`src/rtl/matrix_pkg.sv`:
```
// Shared definitions for the memory-matrix game: round state encoding
// (also decoded by the display block) and the default pattern display time.
package matrix_pkg;

    typedef enum logic [2:0] {
        S_IDLE       = 3'd0,
        S_START_WAIT = 3'd1,
        S_DISPLAY    = 3'd2,
        S_PLAY       = 3'd3,
        S_CHECK      = 3'd4,
        S_WIN        = 3'd5,
        S_LOSE       = 3'd6,
        S_END_WAIT   = 3'd7
    } state_t;

    // 2 s at 50 MHz
    localparam int unsigned DEFAULT_DISPLAY_CYCLES = 100_000_000;

endpackage

```
`src/rtl/display_timer.sv`:
```
// Down-counter timing the pattern display; load presets CYCLES-1 so that
// the zero flag is reached after exactly CYCLES enabled cycles including load.
module display_timer #(
    parameter int unsigned CYCLES = 4
) (
    input  logic clk,
    input  logic reset,
    input  logic load,
    input  logic enable,
    output logic zero
);

    localparam int unsigned W = (CYCLES > 1) ? $clog2(CYCLES) : 1;

    logic [W-1:0] count;

    always_ff @(posedge clk) begin
        if (!reset) begin
            count <= '0;
        end else if (load) begin
            count <= W'(CYCLES - 1);
        end else if (enable && count != '0) begin
            count <= count - W'(1);
        end
    end

    assign zero = (count == '0);

endmodule

```
`src/rtl/matrix_game_ctrl.sv`:
```
// Round sequencer for the memory-matrix game: start handshake, timed pattern
// display, edge-detected single-tile guessing, hit/miss scoring and win/lose.
module matrix_game_ctrl
    import matrix_pkg::*;
#(
    parameter int unsigned N_TILES        = 8,
    parameter int unsigned GUESS_W        = 4,
    parameter int unsigned DISPLAY_CYCLES = DEFAULT_DISPLAY_CYCLES
) (
    input  logic               clk,
    input  logic               reset,
    input  logic               start,
    input  logic [N_TILES-1:0] board,
    input  logic [GUESS_W-1:0] max_guesses,
    input  logic [N_TILES-1:0] guess,
    output logic               show_board,
    output logic [N_TILES-1:0] board_q,
    output logic [N_TILES-1:0] found,
    output logic [GUESS_W-1:0] guesses_left,
    output logic [2:0]         phase,
    output logic               win,
    output logic               lose,
    output logic               hit_pulse,
    output logic               miss_pulse
);

    state_t             state;
    state_t             next_state;
    logic [N_TILES-1:0] g_prev;
    logic [N_TILES-1:0] pending;
    logic [N_TILES-1:0] new_edge;
    logic               one_hot;
    logic               hit;
    logic               miss;
    logic [N_TILES-1:0] found_upd;
    logic [GUESS_W-1:0] left_upd;
    logic               timer_load;
    logic               timer_en;
    logic               timer_zero;

    display_timer #(
        .CYCLES(DISPLAY_CYCLES)
    ) u_timer (
        .clk    (clk),
        .reset  (reset),
        .load   (timer_load),
        .enable (timer_en),
        .zero   (timer_zero)
    );

    assign timer_load = (state == S_START_WAIT) && !start;
    assign timer_en   = (state == S_DISPLAY) && !timer_zero;

    assign new_edge = guess & ~g_prev;
    assign one_hot  = (new_edge != '0) && ((new_edge & (new_edge - N_TILES'(1))) == '0);

    // A repeat press on an already found tile is neither a hit nor a miss.
    assign hit       = |(pending & board_q & ~found);
    assign miss      = ~|(pending & board_q);
    assign found_upd = hit ? (found | pending) : found;
    assign left_upd  = (miss && guesses_left != '0) ? guesses_left - GUESS_W'(1) : guesses_left;

    always_comb begin
        next_state = state;
        case (state)
            S_IDLE:       if (start)  next_state = S_START_WAIT;
            S_START_WAIT: if (!start) next_state = S_DISPLAY;
            S_DISPLAY: begin
                if (timer_zero) begin
                    if (board_q == '0)           next_state = S_WIN;
                    else if (guesses_left == '0) next_state = S_LOSE;
                    else                         next_state = S_PLAY;
                end
            end
            S_PLAY:       if (one_hot) next_state = S_CHECK;
            S_CHECK: begin
                if (miss && left_upd == '0)  next_state = S_LOSE;
                else if (found_upd == board_q) next_state = S_WIN;
                else                         next_state = S_PLAY;
            end
            S_WIN, S_LOSE: if (start)  next_state = S_END_WAIT;
            S_END_WAIT:   if (!start) next_state = S_IDLE;
            default:      next_state = S_IDLE;
        endcase
    end

    always_ff @(posedge clk) begin
        if (!reset) begin
            state        <= S_IDLE;
            g_prev       <= '0;
            pending      <= '0;
            board_q      <= '0;
            found        <= '0;
            guesses_left <= '0;
            show_board   <= 1'b0;
            win          <= 1'b0;
            lose         <= 1'b0;
            hit_pulse    <= 1'b0;
            miss_pulse   <= 1'b0;
        end else begin
            state      <= next_state;
            g_prev     <= guess;
            hit_pulse  <= 1'b0;
            miss_pulse <= 1'b0;
            // Level outputs are decoded from the next state so they align with phase.
            show_board <= (next_state == S_DISPLAY) || (next_state == S_LOSE);
            win        <= (next_state == S_WIN);
            lose       <= (next_state == S_LOSE);
            case (state)
                S_IDLE: begin
                    if (start) begin
                        board_q      <= board;
                        guesses_left <= max_guesses;
                        found        <= '0;
                    end
                end
                S_PLAY: begin
                    if (one_hot) pending <= new_edge;
                end
                S_CHECK: begin
                    found        <= found_upd;
                    guesses_left <= left_upd;
                    hit_pulse    <= hit;
                    miss_pulse   <= miss;
                end
                default: ;
            endcase
        end
    end

    assign phase = state;

endmodule
```
`config.mk`:
```
export PLATFORM = sky130hd
export DESIGN_NAME = matrix_game_ctrl
export DESIGN_NICKNAME = d
export VERILOG_FILES = /design/src/rtl/matrix_pkg.sv /design/src/rtl/display_timer.sv /design/src/rtl/matrix_game_ctrl.sv
export SDC_FILE = /design/constraint.sdc
export NUM_CORES = 1
export LEC_CHECK = 0
export CAP_MARGIN = 20
export CORE_MARGIN = 1.5
export CORE_UTILIZATION = 59
export CTS_BUF_LIST = sky130_fd_sc_hd__clkbuf_8 sky130_fd_sc_hd__clkbuf_16
export DETAILED_ROUTE_END_ITERATION = 8
export GPL_ROUTABILITY_DRIVEN = 0
export PLACE_DENSITY = 0.95
export SETUP_SLACK_MARGIN = 0.15
export SYNTH_ARGS = -nofsm -noshare
export SYNTH_HDL_FRONTEND = slang
export SYNTH_HIERARCHICAL = 1
export SYNTH_SLANG_ARGS = --single-unit
```
`constraint.sdc`:
```
create_clock -name clk -period 5.5 [get_ports clk]
set_input_delay 0.55 -clock clk [delete_from_list [all_inputs] [get_ports clk]]
set_output_delay 0.55 -clock clk [all_outputs]
set_load 0.03 [all_outputs]
```
==> impl_metrics.ini, run 1 <==
[outcome]
status = finished with violations
violations = design-rule violations

[critical_path]
reg2reg_depth = 12
slowest_stage = or4b_1
rr_endpoint = u_timer/count[11]
path_buf_inv = 2
critical_path_required_ps = 5780
crit_chain = inv_1 > ha_1 > nor4b_4 > nand4_4 > nor2_1 > nor4b_1 > buf_4 > nor4b_4 > and3_1 > o21ai_4 > or4b_1 > a21oi_1
cp-start-kind = flip-flop
r2r_start = u_timer/count[0]
crit_fanout = 17
max_stage_delay_ps = 540
crit_family = simple AND/OR/NAND/NOR gates
worstPathArrival_ps = 3310
setup.worst_path.class = reg2reg
crit_path_frequent_cell = nor4b_4
end_kind = flip-flop
worst-r2r-setup-slack_ps = 2460

[timing]
timing.final.crit_share_pct = 55.19
rsz0062_at_grt = false
fin_skew_ps = 12.74
setup-tns-final_ps = 0
tightestPinTransition_ps = 711.3
slew_headroom_pct = 52.40
finalHoldViolCount = 0
finalSetupViolCount = 0
final_max_slew_viol_count = 0
layout_min_cycle_time_ps = 3036
max_freq_mhz = 329.4
layout_setup_ws_ps = 2464

[finish]
antenna_cells = 0
fin_util_pct = 73.48
fin_area_sq_um = 4639
areaGrowthSynthToFinish_pct = 21.26
final_cell_mix = 71 x dfxtp_1, 50 x clkdlybuf4s50_1, 32 x a21oi_1
layout_commonest_cell = dfxtp_1
nets = 509
drive_above_1_share_pct = 9.221

[logic_synthesis]
synth-seq-cells = 71
async_flop_share_pct = 0
netlist-cell-type-count = 71
synth-main-ff-cell = dfxtp_1
synthCells = 431
synth_seq_area_share_pct = 37.15
avgSynthCellArea_sq_um = 8.877
yosysWarnings = 6
syn_area_sq_um = 3826
syn_nets = 456
synth_edf_count = 0

[clock_network]
htree_levels = 3
root_buffer = clkbuf_8
cts_tree = done
ctsHoldBuffers = 0
cts.clk_slew.worst_paths_ps = 70
cts_setup_buffers = 0
clockBufferDepth = 2
clock_sinks = 71
cts_resized = 0
clkLatencyLatePin_ps = 350
cts_made_buffers = 9

[place]
place_area_sq_um = 4394
pre_cts_ws_ps = 2553
dp_hpwl_microns = 6365
portBuffers = 50

[die]
io_pins = 51
die_h_microns = 83.53
dieWidth_microns = 83.53
die_area_sq_um = 6977
start_util_pct = 60.60
rows = 29
core_area_sq_um = 6314

[global_route]
grt_max_degree = 38
grt_pass1_wl_microns = 15880
grt_pass1_vias = 3337
globalRouteTotalUtil_pct = 28.09
antenna_found_initial = 0
grt_overflow = 0

[drt]
drt-vias-per-instance = 6.273
wl_microns = 9648
vias = 3544
drtIter0Drc = 325
ant_nets = 0
dr.pass1.iters = 8
avgRoutedWirePerCell_microns = 17.08
remaining_drc_errors = 1

[hold_path]
hold_class = reg2reg
hold_depth = 2
hold_start = u_timer/count[25]
hold-path-endpoint = u_timer/count[25]

[power_and_ir_drop]
p_per_area_nw_per_um2 = 553.6
peakVddDrop_uv = 457.5
leakagePower_nw = 1.599

[run]
cap_violations = 0
==> layer usage <==
metal  GRT usage (%)  wire [microns]  up-vias
li1                -               -     1692
met1           38.01            4271     1655
met2           43.90            4461      174
met3           4.946             710       23
met4           12.97             204        0
met5               0               0        -
==> worst register-to-register path, stage by stage, from the launching register on <==
cell and delay, ps:
dfxtp_1 350, inv_1 80, ha_1 240, nor4b_4 170, nand4_4 200, nor2_1 130, nor4b_1 260, buf_4 200
nor4b_4 250, and3_1 250, o21ai_4 150, or4b_1 540, a21oi_1 160
==> logic make-up after synthesis <==
family	Yosys count	synth area share, %
AND/OR/NAND/NOR	184	30.58
XOR/XNOR	14	3.205
buffers and inverters	33	3.761
flip-flops	71	37.15
multiplexers	10	2.616
AO/OA/AOI/OAI	117	22.04
adder cells (fa/ha/maj)	2	0.6539
==> synth_stat cells (all sizes together), types with 3 or more instances <==
library cell / n / area share [%]
dfxtp: 71 / 37
a21oi: 32 / 4.2
nand2: 31 / 3.1
nor2: 28 / 2.7
nor2b: 22 / 3.8
inv: 19 / 1.9
o21ai: 19 / 2.9
nor3: 16 / 2.1
and2: 13 / 2.1
nand2b: 13 / 2.1
a21boi: 10 / 2.0
mux2i: 10 / 2.6
nor4: 9 / 2.6
clkbuf: 8 / 0.78
nand3b: 8 / 1.6
nor4b: 8 / 3.1
xor2: 8 / 1.8
nor3b: 7 / 1.4
o2111ai: 7 / 1.6
or3: 7 / 1.1
a22oi: 6 / 1.2
xnor2: 6 / 1.4
o211ai: 5 / 0.98
o31a: 5 / 1.1
or2: 5 / 0.88
buf: 4 / 0.92
nand3: 4 / 0.52
o21a: 4 / 0.78
o31ai: 4 / 0.78
or4: 4 / 0.78
a2111oi: 3 / 1.3
a211oi: 3 / 0.72
nand4: 3 / 0.88
or4b: 3 / 0.88
==> power by group <==
part	switching, W	internal [W]	total, W
Combinational	0.000739	0.000515	0.00125
Sequential	0.000175	0.000623	0.000798
Clock	0.000195	0.000322	0.000517
Total	0.00111	0.00146	0.00257
==> worst max path at each step <==
stage	from	endpoint	slack, ps	cells past startpoint
3_3_place_gp	u_timer/count[0]	u_timer/count[11]	2650	12
4_1_cts	u_timer/count[0]	u_timer/count[11]	2490	12
6_report	u_timer/count[0]	u_timer/count[11]	2460	12
2_1_floorplan	u_timer/count[0]	u_timer/count[11]	2400	11
3_5_place_dp	u_timer/count[0]	u_timer/count[11]	2550	12
5_1_grt	u_timer/count[0]	u_timer/count[11]	2260	12
==> state kept, by name, indices dropped and copies added (netlist names) <==
| name | flops |
|---|---|
| show_board | 1 |
| found | 8 |
| phase | 3 |
| win | 1 |
| g_prev | 8 |
| u_timer/count | 27 |
| hit_pulse | 1 |
| board_q | 8 |
| guesses_left | 4 |
| pending | 8 |
| lose | 1 |
| miss_pulse | 1 |
==> through the flow <==
step	total power (W)	hold slack [ps]	cells
5_1_grt	0.002712	548.8	565
3_5_place_dp	0.002010	477.4	550
4_1_cts	0.002557	515.9	565
3_3_place_gp	0.001963	474.8	550
2_1_floorplan	0.001740	462.3	431
6_report	0.002569	523.6	565
==> cell type report <==
class	instances	area, sq um
Tap cell	77	96.34
Clock inverter	4	93.84
Timing Repair Buffer	54	530.5
Clock buffer	11	151.4
Inverter	21	78.83
Fill cell	438	1674
Multi-Input combinational cell	327	2267
Sequential cell	71	1421
No activity file was read; power rests on OpenSTA's default activity.
==> run 2: changes to the inputs <==
CORE_UTILIZATION = 55   (was 59)
PLACE_DENSITY = 0.9   (was 0.95)
clock period = 2.8 ns   (was 5.5 ns; I/O delays follow)
==> run 2 against run 1 <==
The flow now finishes without violations. Setup slack worse by 2200 ps. Via count increased by 2.4%. Hold slack worse by 31 ps. Combinational power grew 130%. Core utilization shrank 2.7 points. Critical path type unchanged. Die area increased by 7.0%. Non-clock buffer count increased by 16. Routed wire length grew 5.3%.
==> impl_metrics.ini, run 2 (synthesis gave the netlist of run 1 again) <==
[outcome]
status = completed

[power_and_ir_drop]
leakagePower_nw = 1.651
power_frac_clock_pct = 16.1
peakVddDrop_uv = 877.2
p_per_area_nw_per_um2 = 1097
swShare_pct = 45.48
sequentialPowerShare_pct = 29.4
power_frac_comb_pct = 54.5
switching_power_w = 0.002384
p_int_w = 0.002858

[drt]
drtIter0Drc = 186
dr.pass1.iters = 5
avgRoutedWirePerCell_microns = 17.34
drt-vias-per-instance = 6.193
remaining_drc_errors = 0
vias = 3629
ant_nets = 0
wl_microns = 10160

[critical_path]
crit_fanout = 7
cp-start-kind = flip-flop
crit_chain = inv_1 > ha_1 > or4b_2 > o21ai_0 > nor4b_1 > o21ba_2 > o41ai_2 > a211oi_2
worstPathArrival_ps = 2800
max_stage_delay_ps = 620
end_kind = flip-flop
critical_path_required_ps = 3070
setup.worst_path.class = reg2reg
path_buf_inv = 1
crit_family = simple AND/OR/NAND/NOR gates
slowest_stage = or4b_2

[clock_network]
htree_levels = 3
cts.clk_slew.worst_paths_ps = 80
cts_tree = done
clockBufferDepth = 2
clock_sinks = 71
clkLatencyLatePin_ps = 350
cts_made_buffers = 9
ctsHoldBuffers = 0
root_buffer = clkbuf_8

[place]
place_area_sq_um = 4496
dp_hpwl_microns = 6831
portBuffers = 50

[finish]
fin_area_sq_um = 4781
largest_reg_flops = 27
areaGrowthSynthToFinish_pct = 24.95
drive_above_1_share_pct = 14.43
antenna_cells = 0
nets = 526
regMostFlops = u_timer/count
layout_commonest_cell = dfxtp_1
final_cell_mix = 69 x dfxtp_1, 50 x clkdlybuf4s50_1, 31 x a21oi_1

[run]
cap_violations = 0

[timing]
layout_min_cycle_time_ps = 2536
timing.final.crit_share_pct = 90.57
slew_headroom_pct = 53.41
finalHoldViolCount = 0
setup-tns-final_ps = 0
tightestPinTransition_ps = 692.5
max_freq_mhz = 394.3
fin_skew_ps = 12.19
final_max_slew_viol_count = 0
finalSetupViolCount = 0
rsz0062_at_grt = true

[die]
die_area_sq_um = 7466
start_util_pct = 56.63
rows = 30
dieWidth_microns = 86.41
io_pins = 51
core_area_sq_um = 6756
die_h_microns = 86.41

[global_route]
grt_pass1_wl_microns = 16420
grt_max_degree = 18
use_met1_pct = 32.90
grt_pass1_vias = 3525
grt_util_met2_pct = 48.37
antenna_found_initial = 0
grt_overflow = 0
grt_busiest_layer = met2
globalRouteTotalUtil_pct = 27.35
use_met3_pct = 5.714

[hold_path]
hold_class = in2reg
-- run 2: metal layers --
metal  wire length [microns]  part of all wire [%]  up-vias
li1                        -                     -     1725
met1                    4315                    42     1742
met2                    4996                    49      135
met3                     622                   6.1       27
met4                     228                   2.2        0
met5                       0                     0        -
-- run 2: worst paths after layout --
check,end,startpoint,cells after the start,slack (ps)
max,lose,guesses_left[0],8,260
min reg2reg,u_timer/count[26],u_timer/count[26],2,500
max reg2reg,lose,guesses_left[0],8,260
min,board_q[3],board[3],3,490
-- run 2: worst register-to-register path, delay by kind of cell, from the launching register on --
family	cells	cell delay (ps)
buffers and inverters	1	90
AO/OA/AOI/OAI	4	670
flip-flops	1	370
adder cells (fa/ha/maj)	1	220
AND/OR/NAND/NOR	2	1110
-- run 2: through the flow --
stage          power [W]  instances  util [%]  worst slack (ps)  hold slack, ps
6_report        0.005242        586     70.76             264.0           492.5
5_1_grt         0.005536        586     70.76             115.1           507.1
4_1_cts         0.005039        579     69.69             169.0           487.6
3_5_place_dp    0.004145        562     66.54             87.50           494.4
3_3_place_gp    0.004050        562     66.54             264.5           476.3
2_1_floorplan   0.003487        431         -             160.6           401.7
-- run 2: power by group through the flow --
stage          Clock, W  Sequential [W]  Combinational (W)
6_report       0.000843         0.00154            0.00286
5_1_grt        0.000905         0.00157            0.00306
4_1_cts        0.000852         0.00152            0.00266
3_5_place_dp          0         0.00154            0.00260
3_3_place_gp          0         0.00153            0.00252
2_1_floorplan         0         0.00161            0.00188
-- run 2: cell type report --
class	count	area [sq um]
inverter	21	78.83
multi-input combinational	328	2322
clock inverter	6	67.56
fill	486	1976
clock buffer	10	137.6
timing repair buffer	70	650.6
sequential	71	1424
tap	80	100.1
-- run 2: repair_timing --
item	4_1_cts	5_1_grt
pin swaps	0	6
gates resized for setup	0	6
setup endpoints to repair	1	9
cloned	0	1
setup buffers	1	6
==> run 3: changes to the inputs <==
PLACE_DENSITY = 0.83   (was 0.9)
==> run 3 against run 2 <==
Core utilization shrank 0.81 points. Clock skew shrank 5.2 ps. Sequential cell count is the same. Sequential share of layout area grew 0.35 points. Cell count shrank 1.2%. Non-clock buffer count shrank 6. Fmax shrank 0.90%. Hold slack lost 7.2 ps. Cell area shrank 1.2%. Die area is the same. Count of clock-buffer cells in the layout grew 1. Largest cell class unchanged.
==> impl_metrics.ini, run 3 (synthesis gave the netlist of run 1 again) <==
[power_and_ir_drop]
peakVddDrop_uv = 631.7
power_frac_comb_pct = 52.3
leakagePower_nw = 1.634
swShare_pct = 44.24
switching_power_w = 0.002243
p_per_area_nw_per_um2 = 1073
power_frac_clock_pct = 16.8
sequentialPowerShare_pct = 30.9
p_int_w = 0.002827

[drt]
drt-vias-per-instance = 6.107
drtIter0Drc = 174
vias = 3536
avgRoutedWirePerCell_microns = 16.50
ant_nets = 0
remaining_drc_errors = 0
wl_microns = 9551
dr.pass1.iters = 4

[die]
core_area_sq_um = 6756
dieWidth_microns = 86.41
die_area_sq_um = 7466
die_h_microns = 86.41
io_pins = 51
start_util_pct = 56.63
rows = 30

[global_route]
grt_pass1_vias = 3324
grt_pass1_wl_microns = 15840
antenna_found_initial = 0
globalRouteTotalUtil_pct = 26.49
grt_overflow = 0
grt_max_degree = 18

[finish]
stdcell_count = 579
areaGrowthSynthToFinish_pct = 23.51
fin_util_pct = 69.94
final_cell_mix = 69 x dfxtp_1, 50 x clkdlybuf4s50_1, 32 x a21oi_1
layout_commonest_cell = dfxtp_1
drive_above_1_share_pct = 12.63
antenna_cells = 0
largest_reg_flops = 27
nets = 519
regMostFlops = u_timer/count

[critical_path]
setup.worst_path.class = reg2reg
reg2reg_depth = 8
rr_endpoint = show_board
r2r_start = guesses_left[0]
crit_fanout = 7
slowest_stage = or4b_2
crit_chain = inv_1 > ha_1 > or4b_2 > o2111ai_1 > a21oi_1 > a311oi_1 > o21ai_0 > a211oi_1
worstPathArrival_ps = 2820
path_buf_inv = 1
cp-start-kind = flip-flop
max_stage_delay_ps = 620
critical_path_required_ps = 3060
crit_family = compound AO/OA/AOI/OAI gates
worst-r2r-setup-slack_ps = 240
end_kind = flip-flop

[clock_network]
cts_tree = done
root_buffer = clkbuf_8
cts_made_buffers = 9
clockBufferDepth = 2
htree_levels = 3
clock_sinks = 71
clkLatencyLatePin_ps = 350
cts.clk_slew.worst_paths_ps = 80
ctsHoldBuffers = 0

[timing]
finalHoldViolCount = 0
max_freq_mhz = 390.8
finalSetupViolCount = 0
rsz0062_at_grt = false
slew_headroom_pct = 59.22
layout_min_cycle_time_ps = 2559
tightestPinTransition_ps = 609.4
setup-tns-final_ps = 0
final_max_slew_viol_count = 0
fin_skew_ps = 6.946
layout_setup_ws_ps = 240.9
timing.final.crit_share_pct = 91.39

[hold_path]
hold_start = board[2]
hold_depth = 3
hold_class = in2reg
hold-path-endpoint = board_q[2]

[place]
pre_cts_ws_ps = 73.58
placedCellCount = 559
dp_hpwl_microns = 6748
portBuffers = 50

[run]
cap_violations = 0

[outcome]
status = completed
[run 3: through the flow]
| stage | cell area, sq um | hold WS (ps) | power (W) |
|---|---|---|---|
| 5_1_grt | 4726 | 500.7 | 0.005387 |
| 6_report | 4726 | 485.3 | 0.005070 |
| 3_3_place_gp | 4473 | 476.4 | 0.004057 |
| 4_1_cts | 4681 | 493.9 | 0.004973 |
| 3_5_place_dp | 4473 | 490.1 | 0.004121 |
| 2_1_floorplan | 3856 | 401.7 | 0.003487 |
[run 3: layout make-up]
class / count / area (sq um)
Inverter: 21 / 78.83
Tap cell: 80 / 100.1
Clock inverter: 5 / 56.30
Clock buffer: 11 / 151.4
Multi-Input combinational cell: 327 / 2297
Timing Repair Buffer: 64 / 618.1
Fill cell: 530 / 2031
Sequential cell: 71 / 1424
[run 3: worst max-delay path by stage]
stage               slack (ps)                 to        startpoint  cells after the start
floorplan                  160  u_timer/count[11]  u_timer/count[0]                     11
global placement           260                win          guess[0]                      8
detailed placement          70                win          guess[0]                      8
CTS                        180  u_timer/count[11]  u_timer/count[0]                     11
global route               150  u_timer/count[23]  u_timer/count[0]                     12
finish                     240         show_board   guesses_left[0]                      8
[run 3: power by group through the flow]
stage                     combinational, W  clock [W]  sequential [W]
after global routing               0.00287   0.000912         0.00160
after floorplan                    0.00188          0         0.00161
after CTS                          0.00256   0.000860         0.00155
final                              0.00265   0.000851         0.00157
after detailed placement           0.00255          0         0.00157
after global placement             0.00250          0         0.00156
[run 3: routing by layer]
layer | routed length [microns] | part of all wire, % | GRT usage [%] | vias to the layer above
met3 | 614 | 6.4 | 6.286 | 8
met2 | 4493 | 47 | 42.19 | 136
met1 | 4353 | 46 | 35.96 | 1685
li1 | - | - | - | 1707
met4 | 90 | 0.94 | 7.478 | 0
met5 | 0 | 0 | 0 | -
[run 3: tightest hold or removal path: stages]
cell and delay, ps:
clkdlybuf4s50_1 400, nand2_1 50, a21boi_0 60
[run 3: timing repair]
action                     4_1_cts  5_1_grt
setup buffers                    0        4
setup endpoints to repair        0        7
gates resized for setup          0        2
